<file path="src/rtl/gpio_event_capture_pkg.sv">
// rtl/gpio_event_capture_pkg.sv - shared event type and default sizing for GPIO event capture
package gpio_event_capture_pkg;

   localparam int unsigned DEF_NUM_GPIO   = 32;
   localparam int unsigned DEF_FIFO_DEPTH = 8;
   localparam int unsigned DEF_TS_WIDTH   = 16;

   // Layout of one queued event at the default sizing; the top packs {value, ts} in this order.
   typedef struct packed {
      logic [DEF_NUM_GPIO-1:0] value;
      logic [DEF_TS_WIDTH-1:0] ts;
   } event_t;

endpackage

</file>
<file path="src/rtl/gpio_event_fifo.sv">
// rtl/gpio_event_fifo.sv - first-word fall-through event FIFO with occupancy count
module gpio_event_fifo
   import gpio_event_capture_pkg::*;
#(
   parameter int unsigned WIDTH = $bits(event_t),
   parameter int unsigned DEPTH = DEF_FIFO_DEPTH
) (
   input  logic                       clk_i,
   input  logic                       rst_ni,
   input  logic                       wr_valid_i,
   input  logic [WIDTH-1:0]           wr_data_i,
   input  logic                       rd_ready_i,
   output logic                       rd_valid_o,
   output logic [WIDTH-1:0]           rd_data_o,
   output logic                       full_o,
   output logic [$clog2(DEPTH+1)-1:0] count_o
);

   localparam int unsigned AW    = $clog2(DEPTH);
   localparam int unsigned CNT_W = $clog2(DEPTH+1);

   logic [AW:0]      wr_ptr;
   logic [AW:0]      rd_ptr;
   logic [WIDTH-1:0] mem [DEPTH];
   logic             empty;
   logic             rd_en;
   logic             wr_en;

   assign empty  = (wr_ptr == rd_ptr);
   assign full_o = (wr_ptr[AW] != rd_ptr[AW]) && (wr_ptr[AW-1:0] == rd_ptr[AW-1:0]);
   assign rd_en  = rd_ready_i && !empty;
   // A pop in the same cycle frees the slot being written, so a full FIFO still accepts.
   assign wr_en  = wr_valid_i && (!full_o || rd_en);

   always_ff @(posedge clk_i or negedge rst_ni) begin
      if (!rst_ni) begin
         wr_ptr <= '0;
         rd_ptr <= '0;
      end else begin
         if (wr_en) wr_ptr <= wr_ptr + (AW+1)'(1);
         if (rd_en) rd_ptr <= rd_ptr + (AW+1)'(1);
      end
   end

   always_ff @(posedge clk_i) begin
      if (wr_en) mem[wr_ptr[AW-1:0]] <= wr_data_i;
   end

   // Head is forced to zero when empty so outputs read as zero out of reset.
   assign rd_valid_o = !empty;
   assign rd_data_o  = empty ? '0 : mem[rd_ptr[AW-1:0]];
   assign count_o    = CNT_W'(wr_ptr - rd_ptr);

endmodule

</file>
<file path="src/rtl/gpio_event_capture.sv">
// rtl/gpio_event_capture.sv - synchronizes MCU pins and queues timestamped change events
module gpio_event_capture
   import gpio_event_capture_pkg::*;
#(
   parameter int unsigned NUM_GPIO   = DEF_NUM_GPIO,
   parameter int unsigned FIFO_DEPTH = DEF_FIFO_DEPTH,
   parameter int unsigned TS_WIDTH   = DEF_TS_WIDTH
) (
   input  logic                            clk_i,
   input  logic                            rst_ni,
   input  logic [NUM_GPIO-1:0]             gpio_i,
   input  logic                            en_i,
   input  logic [NUM_GPIO-1:0]             mask_i,
   output logic                            evt_valid_o,
   input  logic                            evt_ready_i,
   output logic [NUM_GPIO-1:0]             evt_value_o,
   output logic [TS_WIDTH-1:0]             evt_ts_o,
   output logic [$clog2(FIFO_DEPTH+1)-1:0] evt_count_o,
   output logic                            overflow_o,
   input  logic                            overflow_clr_i
);

   localparam int unsigned EVT_W = NUM_GPIO + TS_WIDTH;

   logic [NUM_GPIO-1:0] sync1;
   logic [NUM_GPIO-1:0] sync2;
   logic [NUM_GPIO-1:0] prev;
   logic [NUM_GPIO-1:0] change;
   logic [TS_WIDTH-1:0] ts;
   logic [EVT_W-1:0]    head;
   logic                push;
   logic                pop;
   logic                full;
   logic                drop;

   // prev follows sync2 even while disabled, so changes seen while off are never replayed.
   always_ff @(posedge clk_i or negedge rst_ni) begin
      if (!rst_ni) begin
         sync1 <= '0;
         sync2 <= '0;
         prev  <= '0;
         ts    <= '0;
      end else begin
         sync1 <= gpio_i;
         sync2 <= sync1;
         prev  <= sync2;
         if (en_i) ts <= ts + TS_WIDTH'(1);
      end
   end

   assign change = (sync2 ^ prev) & mask_i;
   assign push   = en_i && (|change);
   assign pop    = evt_valid_o && evt_ready_i;
   assign drop   = push && full && !pop;

   always_ff @(posedge clk_i or negedge rst_ni) begin
      if (!rst_ni)             overflow_o <= 1'b0;
      else if (drop)           overflow_o <= 1'b1;
      else if (overflow_clr_i) overflow_o <= 1'b0;
   end

   gpio_event_fifo #(
      .WIDTH (EVT_W),
      .DEPTH (FIFO_DEPTH)
   ) u_fifo (
      .clk_i      (clk_i),
      .rst_ni     (rst_ni),
      .wr_valid_i (push),
      .wr_data_i  ({sync2, ts}),
      .rd_ready_i (evt_ready_i),
      .rd_valid_o (evt_valid_o),
      .rd_data_o  (head),
      .full_o     (full),
      .count_o    (evt_count_o)
   );

   assign {evt_value_o, evt_ts_o} = head;

endmodule

</file>
<file path="config.mk">
export PLATFORM = sky130hd
export DESIGN_NAME = gpio_event_capture
export DESIGN_NICKNAME = d
export VERILOG_FILES = /design/src/rtl/gpio_event_capture_pkg.sv /design/src/rtl/gpio_event_fifo.sv /design/src/rtl/gpio_event_capture.sv
export SDC_FILE = /design/constraint.sdc
export NUM_CORES = 1
export LEC_CHECK = 0
export BUFFER_PORTS_ARGS = -buffer_cell sky130_fd_sc_hd__buf_2
export CAP_MARGIN = 20
export CORE_MARGIN = 2
export CORE_UTILIZATION = 60
export DETAILED_ROUTE_END_ITERATION = 7
export PLACE_DENSITY = 0.85
export SETUP_SLACK_MARGIN = 0.02
export SLEW_MARGIN = 40
export SYNTH_ARGS = -nofsm -noshare
export SYNTH_HDL_FRONTEND = slang
export SYNTH_HIERARCHICAL = 1
export SYNTH_SLANG_ARGS = --single-unit
</file>
<file path="constraint.sdc">
create_clock -name clk_i -period 7.9 [get_ports clk_i]
set_input_delay 1.185 -clock clk_i [delete_from_list [all_inputs] [get_ports clk_i]]
set_output_delay 1.185 -clock clk_i [all_outputs]
set_load 0.01 [all_outputs]
</file>
==> impl_metrics.py, run 1 <==
metrics = {
    "placed_design": {
        "gp_congestion": 0.7541,
        "dpl.cell_count": 1329,
        "buffer_ports.inserted": 122,
        "post-dp-hpwl_mm": 19.61,
        "pre_cts_slack_ns": 3.984,
    },
    "floorplan": {
        "die_y_extent_um": 179.3,
        "dieWidth_um": 179.3,
        "placementRows": 64,
        "initial_utilization": 0.6061,
        "core-area_um2": 30430,
        "design.die.area_um2": 32160,
        "ios": 123,
    },
    "logic_synthesis": {
        "netlist.top_cell.by_area": "edfxtp_1",
        "postSynthRegisterBits": 505,
        "synth.area.top_cells": "edfxtp_1 (63%), dfrtp_1 (16%), mux4_2 (12%)",
        "synth_cells": 830,
        "yosys_warnings": 6,
        "post-synth-top-area-fraction": 0.6252,
        "synthesis.area_um2": 18440,
        "synth_fp_nets": 906,
        "synth.avg_cell_area_um2": 22.22,
        "synth_cell_types": 34,
        "yosysSeqAreaShare": 0.7894,
    },
    "worst_hold_path": {
        "hold_path_class": "reg -> reg",
        "hold_path.startpoint": "sync1[3]",
    },
    "sta": {
        "setup_slack_ns": 3.648,
        "timing.fmax_mhz": 235.2,
        "timing.final.crit_period_ns": 4.252,
        "timing.max_slew.rel_slack": 0.4377,
        "timing_worst_slew_pin_value_ns": 0.8435,
        "layout_worst_path_cycle_share": 0.5382,
        "finalClockSkew_ns": 0.01438,
        "drv_slew": 0,
        "hold_viol_final": 0,
        "final.setup.tns_ns": 0,
        "grt_setup_unrepaired": "false",
        "timing.final.setup_violations": 0,
    },
    "grt": {
        "number_of_global_route_vias_before_repair": 9294,
        "overflow": 0,
        "grt_start_max_net_pins": 76,
        "track_usage": 0.2415,
        "grt_antenna_before_repair": 3,
        "first_pass_grt_wire_length_mm": 55.87,
    },
    "pwr": {
        "netSwitchingPower_mw": 2.390,
        "power.share.switching": 0.2987,
        "comb_power_share": 0.282,
        "share_clk_of_total_power": 0.278,
        "internal_power_mw": 5.612,
        "share_seq_of_total_power": 0.440,
        "leak_nw": 7.628,
        "worst_ir_drop_vdd_mv": 0.2341,
        "power_density_nw_per_um2": 378.3,
    },
    "run": {
        "cap_violations": 0,
    },
    "worst_setup_path": {
        "worst_r2r_startpoint": "sync2[11]",
        "slowest_stage": "and2_4",
        "critical-path-max-stage-delay_ns": 0.65,
        "r2r_slack_ns": 4.41,
        "cp.depth": 6,
        "cell_type_group_with_the_largest_total_delay_on_the_critical_path": "simple AND/OR/NAND/NOR gates",
        "setup.worst_path.class": "reg -> out",
        "timing.critical_path.arrival_ns": 3.07,
        "worst-path-buf-inv": 2,
        "critical_path.max_fanout": 48,
        "timing.critical_path.required_ns": 6.71,
        "reg2regPathDepth": 8,
        "path_cells": "buf_12 > ha_1 > nand4_4 > and2_4 > a22o_1 > buf_2",
        "setup.worst_path.start_class": "flop",
        "end_kind": "output port",
        "setup.worst_path.start": "u_fifo/rd_ptr[0]",
        "critical_path.reg2reg.endpoint": "u_fifo/mem[7][31]",
        "worst_setup_path_endpoint": "evt_value_o[25]",
    },
    "clock_network": {
        "tritoncts": "done",
        "cts_inserted_buffers": 48,
        "clk-insertion-delay-late_ns": 0.55,
        "cts_setup_buffers": 0,
        "cts.sink_count": 505,
        "cts_root_buf": "clkbuf_16",
        "cts_buffer_depth": 3,
        "clk_pin_slew_ns": 0.06,
        "post_cts_resized": 0,
        "cts_max_level": 2,
        "cts.hold.buffers_added": 0,
    },
    "layout": {
        "post_layout_nonfiller_instances": 1422,
        "drive_above_1_share": 0.3164,
        "final_common_cell": "edfxtp_1",
        "design.final.nets": 1060,
        "final_util": 0.6952,
        "layout_common_cells": "edfxtp_1 (384), buf_2 (121), dfrtp_1 (119)",
        "area_growth_syn_to_layout_pct": 14.70,
    },
    "detailed_routing": {
        "drt_wl_total_mm": 37.11,
        "vias_per_cell": 6.163,
        "detail_route.first_pass.iterations": 5,
        "wl_per_cell_um": 26.09,
        "drtAntennaViolNets": 0,
        "detail_route.drc_violations": 0,
        "drt_initial_violations": 927,
        "vias": 8764,
    },
    "run_status": {
        "status": "finished clean",
    },
}
-- layout make-up --
cell class	instances	area, µm²
diodes	2	5.005
clock buffers	67	1404
clock inverters	23	166.4
fillers	1764	9275
inverters	8	30.03
multi-input cells	284	3712
flip-flops and latches	505	14570
well taps	396	495.5
repair buffers	137	774.5
-- metal layers --
layer  track usage  part of all wire
met5             0                 0
met4       0.09577             0.036
met3       0.03965             0.073
met2        0.3942              0.50
met1        0.3336              0.39
-- how the worst min path moves through the flow --
| stage | endpoint | slack [ns] | depth (start not counted) |
|---|---|---|---|
| 2_1_floorplan | sync2[0] | 0.33 | 0 |
| 3_3_place_gp | sync2[21] | 0.33 | 0 |
| 3_5_place_dp | sync2[28] | 0.34 | 0 |
| 4_1_cts | sync2[3] | 0.35 | 0 |
| 5_1_grt | sync2[2] | 0.35 | 0 |
| 6_report | sync2[3] | 0.35 | 0 |
-- cells by family after synthesis --
logic type,after synthesis,synth area share
xor+xnor,56,0.02700
compound gates,68,0.03073
buf+inv,41,0.01221
fa+ha+maj,7,0.005156
mux,99,0.1191
simple gates,54,0.01642
flops,505,0.7894
-- cells in the mapped netlist, drive strengths merged --
cell / instances
a21o: 1
a21oi: 1
a22o: 48
a22oi: 16
and2: 2
and3: 3
and4: 1
buf: 20
clkbuf: 13
dfrtp: 121
edfxtp: 384
fa: 1
ha: 6
inv: 8
mux2: 3
mux4: 96
nand2: 9
nand2b: 1
nand3: 14
nand4: 8
nor2: 7
nor2b: 1
nor3: 5
nor4: 2
o22ai: 1
o31ai: 1
or3: 1
xnor2: 20
xor2: 36
-- per-stage QoR --
step	hold WS (ns)	total power, mW	area (µm²)
2_1_floorplan	0.3312	5.059	18440
3_3_place_gp	0.3315	5.734	19510
3_5_place_dp	0.3355	5.828	19560
4_1_cts	0.3464	8.070	21130
5_1_grt	0.3500	8.340	21150
6_report	0.3460	8.002	21150
-- registers in the layout, summed over array words and instances (netlist names) --
name           cells
prev              32
sync2             32
sync1             32
ts                16
overflow_o         1
u_fifo/rd_ptr      4
u_fifo/mem       384
u_fifo/wr_ptr      4
-- power by group through the flow --
| stage | Sequential, mW | Clock, mW | Combinational, mW |
|---|---|---|---|
| global placement | 3.59 | 0 | 2.15 |
| CTS | 3.52 | 2.26 | 2.29 |
| global route | 3.56 | 2.36 | 2.42 |
| floorplan | 3.47 | 0 | 1.59 |
| detailed placement | 3.57 | 0 | 2.26 |
| finish | 3.52 | 2.23 | 2.26 |
-- worst register-to-register path, delay by kind of cell, from the launching register on --
family	cells	cell delay, ns
xor gates and xnor gates	1	0.33
AOI/OAI and AO/OA	1	0.13
DFF	1	0.54
and+or+nand+nor	5	1.43
buffers and inverters	1	0.67
Power figures use the tool's default switching activity.
==> inputs of run 2 (changes only) <==
--- a/config.mk
+++ b/config.mk
@@ -5,6 +5,7 @@
 export SDC_FILE = /design/constraint.sdc
 export NUM_CORES = 1
 export LEC_CHECK = 0
+export ABC_AREA = 1
 export BUFFER_PORTS_ARGS = -buffer_cell sky130_fd_sc_hd__buf_2
 export CAP_MARGIN = 20
 export CORE_MARGIN = 2
==> constraint.sdc (replaced) <==
create_clock -name clk_i -period 4.4 [get_ports clk_i]
set_input_delay 0.66 -clock clk_i [delete_from_list [all_inputs] [get_ports clk_i]]
set_output_delay 0.66 -clock clk_i [all_outputs]
set_load 0.01 [all_outputs]
==> run 2 against run 1 <==
Cell count increased by 91%; sequential power increased by 79%; sequential share of layout area decreased by 8.0 points; critical path depth increased by 3; largest cell class unchanged; die area increased by 16%; global-route usage increased by 2.8 points; highest routed layer unchanged.
==> impl_metrics.py, run 2 <==
metrics = {
    "detailed_routing": {
        "drt_wl_total_mm": 48.58,
        "detail_route.drc_violations": 0,
        "drtAntennaViolNets": 0,
        "route.met2.wl_mm": 24.47,
        "vias_per_cell": 5.381,
        "wl_per_cell_um": 17.85,
        "drt_initial_violations": 1468,
        "met3_length_mm": 4.318,
        "vias": 14642,
        "detail_route.first_pass.iterations": 5,
        "highest_layer": "met4",
        "drt-met1-wl_mm": 17.94,
    },
    "worst_setup_path": {
        "critical-path-max-stage-delay_ns": 0.67,
        "setup.worst_path.start_class": "flop",
        "setup.worst_path.class": "reg -> out",
        "end_kind": "output port",
        "critPathMostFrequentCell": "nor2_1",
        "slowest_stage": "dfrtp_4",
        "critical_path.reg2reg.endpoint": "u_fifo/mem[2][22]",
        "worst_r2r_startpoint": "u_fifo/rd_ptr[1]",
        "critical_path.max_fanout": 44,
        "reg2regPathDepth": 7,
        "timing.critical_path.required_ns": 3.74,
        "path_cells": "inv_4 > ha_1 > nand3_1 > nor2_1 > inv_2 > buf_12 > nand2_1 > nor2_1 > buf_2",
        "setup.worst_path.start": "u_fifo/rd_ptr[1]",
        "timing.critical_path.arrival_ns": 3.52,
        "r2r_slack_ns": 1.03,
    },
    "grt": {
        "first_pass_grt_wire_length_mm": 75.84,
        "grt_antenna_before_repair": 0,
        "grt_start_max_net_pins": 141,
        "track_usage": 0.2697,
        "overflow": 0,
        "number_of_global_route_vias_before_repair": 14800,
    },
    "clock_network": {
        "cts_max_level": 2,
        "cts_buffer_depth": 3,
        "post_cts_resized": 0,
        "cts_root_buf": "clkbuf_16",
        "tritoncts": "done",
        "clk_pin_slew_ns": 0.06,
        "cts.sink_count": 505,
        "clk-insertion-delay-late_ns": 0.57,
        "cts_inserted_buffers": 48,
    },
    "sta": {
        "timing.final.crit_period_ns": 4.178,
        "layout_worst_path_cycle_share": 0.9495,
        "timing.final.setup_violations": 0,
        "timing_worst_slew_pin_value_ns": 0.8263,
        "final.setup.tns_ns": 0,
        "hold_viol_final": 0,
        "timing.fmax_mhz": 239.4,
        "grt_setup_unrepaired": "false",
        "timing.max_slew.rel_slack": 0.4491,
        "drv_slew": 0,
        "fin_hold_ws_ns": 0.1940,
        "finalClockSkew_ns": 0.02030,
    },
    "logic_synthesis": {
        "synth_cell_types": 29,
        "synth_commonest_cells": "nand2_1 (605), inv_1 (458), edfxtp_1 (384)",
        "postSynthRegisterBits": 505,
        "post-synth-top-count-cell": "nand2_1",
        "netlist.top_cell.by_area": "edfxtp_1",
        "synth_edf_count": 384,
        "synth_fp_nets": 2183,
        "synth.area.top_cells": "edfxtp_1 (54%), dfrtp_1 (14%), nand2_1 (11%)",
        "yosysSeqAreaShare": 0.6806,
        "synthesis.area_um2": 21390,
        "synth_cells": 2107,
        "post-synth-top-area-fraction": 0.5390,
        "synth.avg_cell_area_um2": 10.15,
        "yosys_warnings": 6,
        "synth_flop_cell": "edfxtp_1",
        "synthArstFlopShare": 0.2396,
    },
    "pwr": {
        "share_seq_of_total_power": 0.412,
        "comb_power_share": 0.328,
        "share_clk_of_total_power": 0.260,
        "worst_ir_drop_vdd_mv": 0.6143,
        "power.share.switching": 0.3676,
        "netSwitchingPower_mw": 5.618,
        "leak_nw": 11.34,
        "internal_power_mw": 9.663,
        "power_density_nw_per_um2": 638.5,
        "power.total_mw": 15.28,
    },
    "placed_design": {
        "gp_congestion": 0.8524,
        "buffer_ports.inserted": 122,
        "placed_area_um2": 22380,
        "post-dp-hpwl_mm": 27.23,
    },
    "run_status": {
        "status": "finished clean",
    },
    "worst_hold_path": {
        "depth_of_the_worst_hold_timing_path": 1,
        "hold_path_class": "in -> reg",
        "min_delay_endpoint": "sync1[19]",
        "hold_path.startpoint": "gpio_i[19]",
    },
    "layout": {
        "fill_cells": 2362,
        "antenna-diode-count": 0,
        "final_util": 0.6778,
        "layout_common_cells": "nand2_1 (605), inv_1 (458), edfxtp_1 (384)",
        "largest_reg_flops": 384,
        "area_growth_syn_to_layout_pct": 11.87,
        "final_area_um2": 23930,
        "final_common_cell": "nand2_1",
        "design.final.nets": 2298,
        "drive_above_1_share": 0.1058,
    },
    "run": {
        "cap_violations": 0,
    },
    "floorplan": {
        "ios": 123,
        "die_y_extent_um": 192.8,
        "placementRows": 69,
        "dieWidth_um": 192.8,
        "initial_utilization": 0.6058,
        "core-area_um2": 35310,
        "design.die.area_um2": 37180,
    },
}
[run 2: logic make-up after synthesis]
family	after synthesis	share of synthesized area
DFF	505	0.6806
AOI/OAI and AO/OA	4	0.001053
and+or+nand+nor	1028	0.1997
xor gates and xnor gates	20	0.008189
adders and majority gates	7	0.004445
buffers and inverters	543	0.1060
[run 2: final cells by class]
cell class	count	area, µm²	share of cell area
clock inverters	25	206.4	0.008627
clock buffers	63	1309	0.05469
well taps	461	576.8	0.02410
repair buffers	147	909.6	0.03801
multi-input cells	1059	4624	0.1932
flip-flops and latches	505	14570	0.6088
inverters	461	1735	0.07252
[run 2: routing by layer]
layer | global-route usage | vias up
met1 | 0.3358 | 6973
met2 | 0.4586 | 757
met4 | 0.1327 | 0
li1 | - | 6778
met3 | 0.04637 | 134
met5 | 0 | -
[run 2: worst max-delay path by stage]
stage | depth (start not counted) | slack, ns | endpoint
3_3_place_gp | 9 | 1.01 | evt_value_o[2]
4_1_cts | 9 | 0.27 | evt_value_o[2]
5_1_grt | 9 | 0.13 | evt_value_o[2]
2_1_floorplan | 9 | 0.23 | u_fifo/mem[2][0]
6_report | 9 | 0.22 | evt_value_o[2]
3_5_place_dp | 9 | 0.92 | evt_value_o[2]
[run 2: worst max-delay path: cells and delay by family, from the launching register on]
family,cells,cell delay [ns]
DFF,1,0.67
buffers and inverters,4,1.34
adders and majority gates,1,0.37
and+or+nand+nor,4,0.55
[run 2: power by group through the flow]
stage | sequential, mW | combinational [mW] | clock [mW]
global route | 6.35 | 5.54 | 4.22
CTS | 6.28 | 5.00 | 4.02
finish | 6.29 | 5.01 | 3.98
global placement | 6.33 | 4.77 | 0
floorplan | 6.10 | 3.54 | 0
detailed placement | 6.37 | 4.93 | 0
[run 2: per-stage QoR]
step | instances | setup WS (ns)
2_1_floorplan | 2107 | 0.2274
3_3_place_gp | 2631 | 1.013
3_5_place_dp | 2631 | 0.9178
4_1_cts | 2719 | 0.2663
5_1_grt | 2721 | 0.1317
6_report | 2721 | 0.2221
[run 2: repair_timing]
| action | CTS | global route |
|---|---|---|
| hold buffers | 0 | 1 |
| buffers inserted | 0 | 0 |
| hold endpoints to repair | 0 | 30 |
==> inputs of run 3 (changes only) <==
==> constraint.sdc (replaced) <==
create_clock -name clk_i -period 4.4 [get_ports clk_i]
set_input_delay 0 -clock clk_i [delete_from_list [all_inputs] [get_ports clk_i]]
set_output_delay 0 -clock clk_i [all_outputs]
set_load 0.01 [all_outputs]
==> run 3 against run 2 <==
Non-clock buffer count rose by 35; clock-buffer cell count fell by 1; final area rose by 2.3%; critical path depth did not move; largest cell class unchanged; largest power group unchanged; highest routed layer unchanged.
==> impl_metrics.py, run 3 (synthesis results as in run 2) <==
metrics = {
    "run_status": {
        "status": "finished clean",
    },
    "floorplan": {
        "initial_utilization": 0.6058,
        "dieWidth_um": 192.8,
        "design.die.area_um2": 37180,
        "placementRows": 69,
        "core-area_um2": 35310,
        "die_y_extent_um": 192.8,
        "ios": 123,
    },
    "grt": {
        "grt_start_max_net_pins": 196,
        "number_of_global_route_vias_before_repair": 14996,
        "first_pass_grt_wire_length_mm": 78.74,
        "grt_antenna_before_repair": 0,
        "overflow": 0,
        "track_usage": 0.2798,
    },
    "detailed_routing": {
        "drt_wl_total_mm": 50.82,
        "detail_route.drc_violations": 0,
        "drtAntennaViolNets": 0,
        "vias_per_cell": 5.429,
        "drt_initial_violations": 1720,
        "detail_route.first_pass.iterations": 7,
        "vias": 14973,
        "wl_per_cell_um": 18.43,
    },
    "clock_network": {
        "cts.sink_count": 505,
        "clk-insertion-delay-late_ns": 0.57,
        "cts_inserted_buffers": 48,
        "cts_setup_buffers": 0,
        "tritoncts": "done",
        "cts_max_level": 2,
        "cts_root_buf": "clkbuf_16",
        "clk_pin_slew_ns": 0.07,
        "cts.hold.buffers_added": 37,
        "post_cts_resized": 0,
        "cts_buffer_depth": 3,
    },
    "worst_setup_path": {
        "critPathMostFrequentCell": "nor2_1",
        "worst-path-buf-inv": 4,
        "setup.worst_path.start_class": "flop",
        "critical_path.max_fanout": 35,
        "timing.critical_path.required_ns": 4.40,
        "slowest_stage": "dfrtp_4",
        "path_cells": "inv_4 > ha_1 > nand3_1 > nor2_1 > inv_2 > buf_4 > nand2_1 > nor2_1 > buf_2",
        "end_kind": "output port",
        "cell_type_group_with_the_largest_total_delay_on_the_critical_path": "buffers and inverters",
        "critical-path-max-stage-delay_ns": 0.73,
        "timing.critical_path.arrival_ns": 3.61,
        "setup.worst_path.class": "reg -> out",
    },
    "sta": {
        "timing.fmax_mhz": 276.7,
        "timing_worst_slew_pin_value_ns": 0.7866,
        "hold_viol_final": 0,
        "drv_slew": 0,
        "timing.max_slew.rel_slack": 0.4756,
        "timing.final.crit_period_ns": 3.614,
        "layout_worst_path_cycle_share": 0.8215,
        "finalClockSkew_ns": 0.01869,
        "timing.final.setup_violations": 0,
        "grt_setup_unrepaired": "false",
        "final.setup.tns_ns": 0,
    },
    "placed_design": {
        "post-dp-hpwl_mm": 27.54,
        "gp_congestion": 0.8509,
        "buffer_ports.inserted": 122,
    },
    "pwr": {
        "power_density_nw_per_um2": 643.3,
        "worst_ir_drop_vdd_mv": 0.5908,
        "leak_nw": 11.57,
        "power.total_mw": 15.74,
    },
    "layout": {
        "largest_reg_flops": 384,
        "layout_common_cells": "nand2_1 (605), inv_1 (458), edfxtp_1 (384)",
        "area_growth_syn_to_layout_pct": 14.41,
        "antenna-diode-count": 0,
        "drive_above_1_share": 0.1101,
        "final_util": 0.6931,
        "final_common_cell": "nand2_1",
        "design.final.nets": 2333,
    },
    "worst_hold_path": {
        "hold_path_class": "in -> async",
    },
    "run": {
        "cap_violations": 0,
    },
}
## run 3: final cells by class
class,count,area (µm²)
inverter,461,1738
clock inverter,28,287.8
tap,461,576.8
clock buffer,62,1365
timing repair buffer,182,1311
multi-input combinational,1059,4624
sequential,505,14570
fill,2216,10840
## run 3: metal layers
layer  global-route usage  vias up  wire length [µm]
met5                    0        -                 0
li1                     -     6845                 -
met3              0.04401      169              4759
met1               0.3624     7086             18870
met4               0.1377        0              2228
met2               0.4637      873             24960
## run 3: final timing paths
check | slack (ns) | from | end | cells past startpoint
max in group asynchronous | 3.28 | rst_ni | u_fifo/rd_ptr[2] | 3
min in group clk_i | 0.08 | gpio_i[13] | sync1[13] | 2
setup reg to reg | 1.13 | u_fifo/rd_ptr[1] | u_fifo/mem[6][22] | 7
setup / recovery | 0.79 | u_fifo/rd_ptr[1] | evt_value_o[19] | 9
hold reg to reg | 0.34 | sync1[25] | sync2[25] | 0
hold / removal | 0.02 | rst_ni | sync2[24] | 2
## run 3: per-stage QoR
step / area (µm²) / setup slack (ns) / hold slack (ns) / cells
6_report: 24470 / 0.7856 / 0.01693 / 2758
2_1_floorplan: 21390 / 0.2274 / -0.2956 / 2107
5_1_grt: 24470 / 0.7431 / 0.06397 / 2758
3_5_place_dp: 22420 / 1.205 / 0.09312 / 2630
4_1_cts: 24440 / 0.8869 / 0.05717 / 2757
3_3_place_gp: 22370 / 1.314 / 0.09914 / 2628
## run 3: where the power goes
group | switching [mW] | internal (mW) | total [mW]
Combinational | 3.63 | 1.65 | 5.29
Sequential | 0.412 | 5.80 | 6.21
Clock | 1.75 | 2.50 | 4.24
Total | 5.79 | 9.95 | 15.7
